[src/rtl/core6502_bus_pkg.sv]
// Shared bus-stage constants: phase encoding, reset values, bus width.
package core6502_bus_pkg;

    localparam int BUS_W = 8;

    // Phase flop encoding: 0 while in PHI1, 1 while in PHI2
    localparam logic PH_PHI1 = 1'b0;
    localparam logic PH_PHI2 = 1'b1;

    localparam logic [2*BUS_W-1:0] AB_RESET_DEF = 16'h0000;
    localparam logic [BUS_W-1:0]   DL_RESET_DEF = 8'h00;

endpackage

[src/rtl/addr_data_latch_unit_phase_gen.sv]
// Two-phase generator: one flop toggled by every PHI0 rising edge.
// PHI1/PHI2 come straight from that flop, so they cannot glitch.
module phase_gen
    import core6502_bus_pkg::*;
(
    input  logic PHI0,
    input  logic n_RES,
    output logic PHI1,
    output logic PHI2,
    output logic end_phi1,   // the coming PHI0 edge closes a PHI1 half
    output logic end_phi2    // the coming PHI0 edge closes a PHI2 half
);

    logic phase;

    // Phase toggles on every master edge; reset parks it in PHI1
    always_ff @(posedge PHI0 or negedge n_RES) begin
        if (!n_RES) phase <= PH_PHI1;
        else        phase <= ~phase;
    end

    assign PHI1     = (phase == PH_PHI1);
    assign PHI2     = (phase == PH_PHI2);
    assign end_phi1 = (phase == PH_PHI1);
    assign end_phi2 = (phase == PH_PHI2);

endmodule

[src/rtl/addr_data_latch_unit.sv]
// Address bus registers, data latch, data output register and R/W pin.
// Bus-control strobes become register loads at the end of PHI1 and
// DL drive enables during PHI1; the read path latches at the end of PHI2.
module addr_data_latch_unit
    import core6502_bus_pkg::*;
#(
    parameter logic [2*BUS_W-1:0] AB_RESET = AB_RESET_DEF,
    parameter logic [BUS_W-1:0]   DL_RESET = DL_RESET_DEF
) (
    input  logic               PHI0,
    input  logic               n_RES,
    output logic               PHI1,
    output logic               PHI2,
    input  logic               ADL_ABL,
    input  logic               ADH_ABH,
    input  logic               DL_DB,
    input  logic               DL_ADL,
    input  logic               DL_ADH,
    input  logic               WR,
    input  logic               n_ready,
    input  logic [BUS_W-1:0]   ADL,
    input  logic [BUS_W-1:0]   ADH,
    input  logic [BUS_W-1:0]   DB,
    input  logic [BUS_W-1:0]   D_in,
    output logic [BUS_W-1:0]   D_out,
    output logic               D_oe,
    output logic [2*BUS_W-1:0] A,
    output logic               RnW,
    output logic [BUS_W-1:0]   DB_drv,
    output logic [BUS_W-1:0]   ADL_drv,
    output logic [BUS_W-1:0]   ADH_drv,
    output logic               DB_en,
    output logic               ADL_en,
    output logic               ADH_en
);

    logic             end_phi1, end_phi2;
    logic             stall;
    logic [BUS_W-1:0] abl_q, abh_q, dl_q, dor_q;
    logic             rnw_q;

    phase_gen u_phase (
        .PHI0     (PHI0),
        .n_RES    (n_RES),
        .PHI1     (PHI1),
        .PHI2     (PHI2),
        .end_phi1 (end_phi1),
        .end_phi2 (end_phi2)
    );

    // RDY only freezes reads; a write cycle always completes
    assign stall = n_ready & rnw_q;

    // Address halves, DOR and R/W advance at end of PHI1 unless stalled
    always_ff @(posedge PHI0 or negedge n_RES) begin
        if (!n_RES) begin
            abl_q <= AB_RESET[BUS_W-1:0];
            abh_q <= AB_RESET[2*BUS_W-1:BUS_W];
            dor_q <= '0;
            rnw_q <= 1'b1;
        end else if (end_phi1 && !stall) begin
            if (ADL_ABL) abl_q <= ADL;
            if (ADH_ABH) abh_q <= ADH;
            dor_q <= DB;
            rnw_q <= ~WR;
        end
    end

    // Data latch samples the pins at end of PHI2 on every read cycle
    always_ff @(posedge PHI0 or negedge n_RES) begin
        if (!n_RES)                  dl_q <= DL_RESET;
        else if (end_phi2 && rnw_q)  dl_q <= D_in;
    end

    assign A       = {abh_q, abl_q};
    assign RnW     = rnw_q;
    assign D_out   = dor_q;
    assign D_oe    = ~rnw_q & PHI2;

    // DL is offered to all three internal buses; enables gate it to PHI1
    assign DB_drv  = dl_q;
    assign ADL_drv = dl_q;
    assign ADH_drv = dl_q;
    assign DB_en   = DL_DB  & PHI1;
    assign ADL_en  = DL_ADL & PHI1;
    assign ADH_en  = DL_ADH & PHI1;

endmodule
[config.mk]
export PLATFORM = sky130hd
export DESIGN_NAME = addr_data_latch_unit
export DESIGN_NICKNAME = d
export VERILOG_FILES = /design/src/rtl/core6502_bus_pkg.sv /design/src/rtl/addr_data_latch_unit_phase_gen.sv /design/src/rtl/addr_data_latch_unit.sv
export SDC_FILE = /design/constraint.sdc
export NUM_CORES = 1
export LEC_CHECK = 0
export ABC_AREA = 1
export CAP_MARGIN = 20
export CORE_ASPECT_RATIO = 1.75
export CORE_MARGIN = 4
export CORE_UTILIZATION = 39
export DETAILED_ROUTE_END_ITERATION = 16
export PLACE_DENSITY = 0.93
export SYNTH_ARGS = -nofsm -noshare
export SYNTH_HDL_FRONTEND = slang
export SYNTH_SLANG_ARGS = --single-unit
[constraint.sdc]
create_clock -name PHI0 -period 2.7 [get_ports PHI0]
set_input_delay 0.405 -clock PHI0 [delete_from_list [all_inputs] [get_ports PHI0]]
set_output_delay 0.405 -clock PHI0 [all_outputs]
set_load 0.02 [all_outputs]
# Word-level counts from Yosys, hierarchy flattened
# Index checks and enable logic that the tools add are counted.
# word_totals
register_bits,34
in_bits,41
out_inout_bits,55
elab_cells,19
# op_classes
n_bitwise,8
n_reduce_logical,5
# op_table
cell,n
AND 1 bit,5
AND reduction 2 bit,2
NOT 1 bit,3
logical AND 1 bit,2
zero test 1 bit,1

# Longest topological paths before layout
# logic_depth
depth_word,4
ltp_mapped,5
depth_no_buf,4

# By module
# From an unflattened synthesis, not the netlist that was laid out.
# unflattened
hier_cells,173
hier_area_um2,1551.5
# modules_own_cells
mod,instances,cells_each,area_each_um2,seq_area_each_um2
addr_data_latch_unit,1,169,1507.7,827.0
phase_gen,1,4,43.8,25.0

# Worst setup path before layout
# OpenSTA, ideal clock, no wires.
# synth_timing
path_kind,register to output
startpoint,"register u_phase.phase, in the netlist u_phase.PHI2"
endpoint,output port D_oe
arrival_time_ns,1.160
t_required_ns,2.295
setup_slack_ns,1.135
path_stages_with_launch,5
n_path_buf,2
path_cell_list,dfrtp_1 > inv_2 > buf_4 > buf_6 > nor2_1
# synth_between
elab_chain_len,1
# synth_rtl
element,line,text
start: declaration,addr_data_latch_unit_phase_gen.sv:14,logic phase;
start signal: assignment,addr_data_latch_unit_phase_gen.sv:19,else phase <= ~phase;
AND 1 bit,addr_data_latch_unit.sv:78,assign D_oe = ~rnw_q & PHI2;
end: declaration,addr_data_latch_unit.sv:26,"output logic D_oe,"
# Every way passes these cells.

# Worst setup path in the final report
# Same ends and word-level chain as after synthesis.

==> reports/metrics.yaml <==
cells_and_area:
  syn2layout_area_growth_pct: 61.10
  nNetsFinal: 289
  diodes: 0
  final_cell_mix: "clkdlybuf4s50_1 (94), nand2_1 (65), dfrtp_1 (33)"
  layout-drive-gt1-share_pct: 6.024
  layout.cells.most_common: "clkdlybuf4s50_1"
  fill_cells: 309
  final_cells: 295
global_route:
  grt_pass1_vias: 1409
  track_usage_pct: 16.57
  antenna_found_initial: 0
  grt_max_degree: 35
  grt.busiest_layer: "met2"
  met1_usage_pct: 15.69
  grt_pass1_wl_um: 6582
  use_met3_pct: 6.152
  grtUsageMet2_pct: 31.62
  overflow: 0
yosys:
  synth_top_cell_by_area: "dfrtp_1"
  synth_area_leaders: "dfrtp_1 (54%), nand2_1 (16%), buf_4 (8.4%)"
  syn_avg_cell_area_um2: 9.003
  yosysTopAreaCellShare_pct: 54.28
  synthCells: 169
  yosys_warnings: 0
  syn-num-nets: 210
  ys_ff_latch: 34
  ys_seq_area_share_pct: 56.00
  ys_types: 14
  syn_area_mm2: 0.001521
pwr:
  peakVddDrop_mv: 0.5576
  p_leak_nw: 1.141
  power_per_cell_area_mw_per_mm2: 571.1
critical_path:
  r2r_start: "u_phase.PHI2"
  crit_chain: "inv_2 > nor2_1 > clkdlybuf4s50_1"
  cp-endpoint: "D_oe"
  ff2ff_path_depth: 5
  required_ns: 2.30
  critPathKind: "register to primary output"
  cp_max_fo: 15
  critPathLaunch: "u_phase.PHI2"
  max_stage_delay_ns: 0.64
  cp.arrival_ns: 1.85
  cp-start-kind: "register"
  cp_slowest_cell: "dfrtp_1"
  rrSetupSlack_ns: 1.02
  r2r_end: "abl_q[5]"
  worstSetupEndpointType: "primary output"
timing:
  worstMarginPinSlew_ns: 0.7453
  slew_viol_final: 0
  fin_crit_sh_pct: 83.69
  fmax_mhz: 442.6
  finalHoldViolCount: 0
  tns_ns: 0
  grt_setup_unrepaired: "no"
  slew_headroom_pct: 50.31
  skew_ns: 0.002108
  setup_viol_count_final: 0
  period_needed_ns: 2.260
routing:
  wl_per_cell_um: 13.42
  detail_route.first_pass.iterations: 4
  via_per_inst: 4.664
  wl_um: 3959
  vias: 1376
  drtIter0Drc: 29
  drtAntennaViolNets: 0
  drcViolationCount: 0
clock_tree:
  path_clk_slew_ns: 0.07
  clock_path_buffers: 2
  post_cts_buffers: 0
  hold_buffers: 0
  cts_tree: "done"
  cts_buffers: 5
  cts_resized: 0
  root_buffer: "clkbuf_8"
  cts_max_level: 2
  clkSinkCount: 34
  clk_latency_ns: 0.28
place:
  hpwl_um: 3084
  dp.cells: 287
  finalWeightedCongestion: 0.7326
  port_buffers: 95
run_status:
  status: "finished, final reports clean"
floorplan:
  die_w_um: 55.22
  initial_core_util_pct: 41.11
  dieArea_mm2: 0.005004
  rows: 29
  ios: 96
  core_mm2: 0.003701
  fp.dieH_um: 90.63
flow_run:
  drv_cap: 0
min_path:
  hold_path.class: "input port to asynchronous set/reset pin"
## through the flow
stage	hold WS, ns	total power [mW]	area, um2	setup WS [ns]	util, %
global route	0.2484	1.474	2451	0.2833	66.23
CTS	0.2078	1.423	2451	0.4218	66.23
floorplan	0.1094	0.8163	1521	1.135	-
detailed placement	0.4574	1.039	2360	0.6591	63.76
global placement	0.4544	1.030	2360	0.6884	63.76
finish	0.1877	1.400	2451	0.4405	66.23
## flip-flops by register name, summed over array words and instances, names as in the netlist
name / count
abl_q: 8
D_out: 8
RnW: 1
u_phase.PHI2: 1
ADH_drv: 8
abh_q: 8
## Yosys cell counts
cell / instances
nand2_1: 65
dfrtp_1: 33
buf_4: 17
nand3_1: 17
nand4_1: 16
buf_2: 6
nor2_1: 4
inv_1: 3
buf_6: 2
nand2_2: 2
dfstp_2: 1
inv_2: 1
nand3_2: 1
o211ai_1: 1
## kinds of logic (layout without fill, tap and decap cells)
group | after synthesis | in the layout | share of synthesized area [%]
and+or+nand+nor | 105 | 105 | 30.67
DFF | 34 | 34 | 56.00
buffers and inverters | 29 | 109 | 12.83
AOI/OAI and AO/OA | 1 | 1 | 0.4936
## layout make-up
| type | count | area, um2 | area share [%] |
|---|---|---|---|
| Clock buffer | 7 | 86.33 | 3.522 |
| Clock inverter | 1 | 5.005 | 0.2042 |
| Multi-Input combinational cell | 106 | 474.2 | 19.35 |
| Inverter | 4 | 15.01 | 0.6126 |
| Tap cell | 46 | 57.56 | 2.348 |
| Sequential cell | 34 | 852.1 | 34.76 |
| Timing Repair Buffer | 97 | 960.9 | 39.20 |
## routing by layer
layer	share of wire, %	vias to the layer above
met4	1.5	0
met3	7.6	6
met2	55	64
met5	0	-
li1	-	689
met1	36	617
## how the worst min path moves through the flow
stage            endpoint  slack, ns  cells after the start
2_1_floorplan  ADH_drv[0]       0.11                      0
4_1_cts          D_out[5]       0.21                      1
6_report         D_out[0]       0.19                      1
3_5_place_dp     abh_q[4]       0.46                      2
5_1_grt          D_out[6]       0.25                      1
3_3_place_gp     abh_q[4]       0.45                      2
## critical path, delay by kind of cell, from the launching register on
kind          cells  cell delay (ns)
simple gates      1             0.13
buf+inv           2             0.81
flops             1             0.64
## where the power goes
group,switching [mW],internal (mW),leakage (nW)
combinational,0.201,0.214,0.683
clock,0.170,0.205,0.0482
sequential,0.0398,0.569,0.410
(Power assumes the default switching activity.)
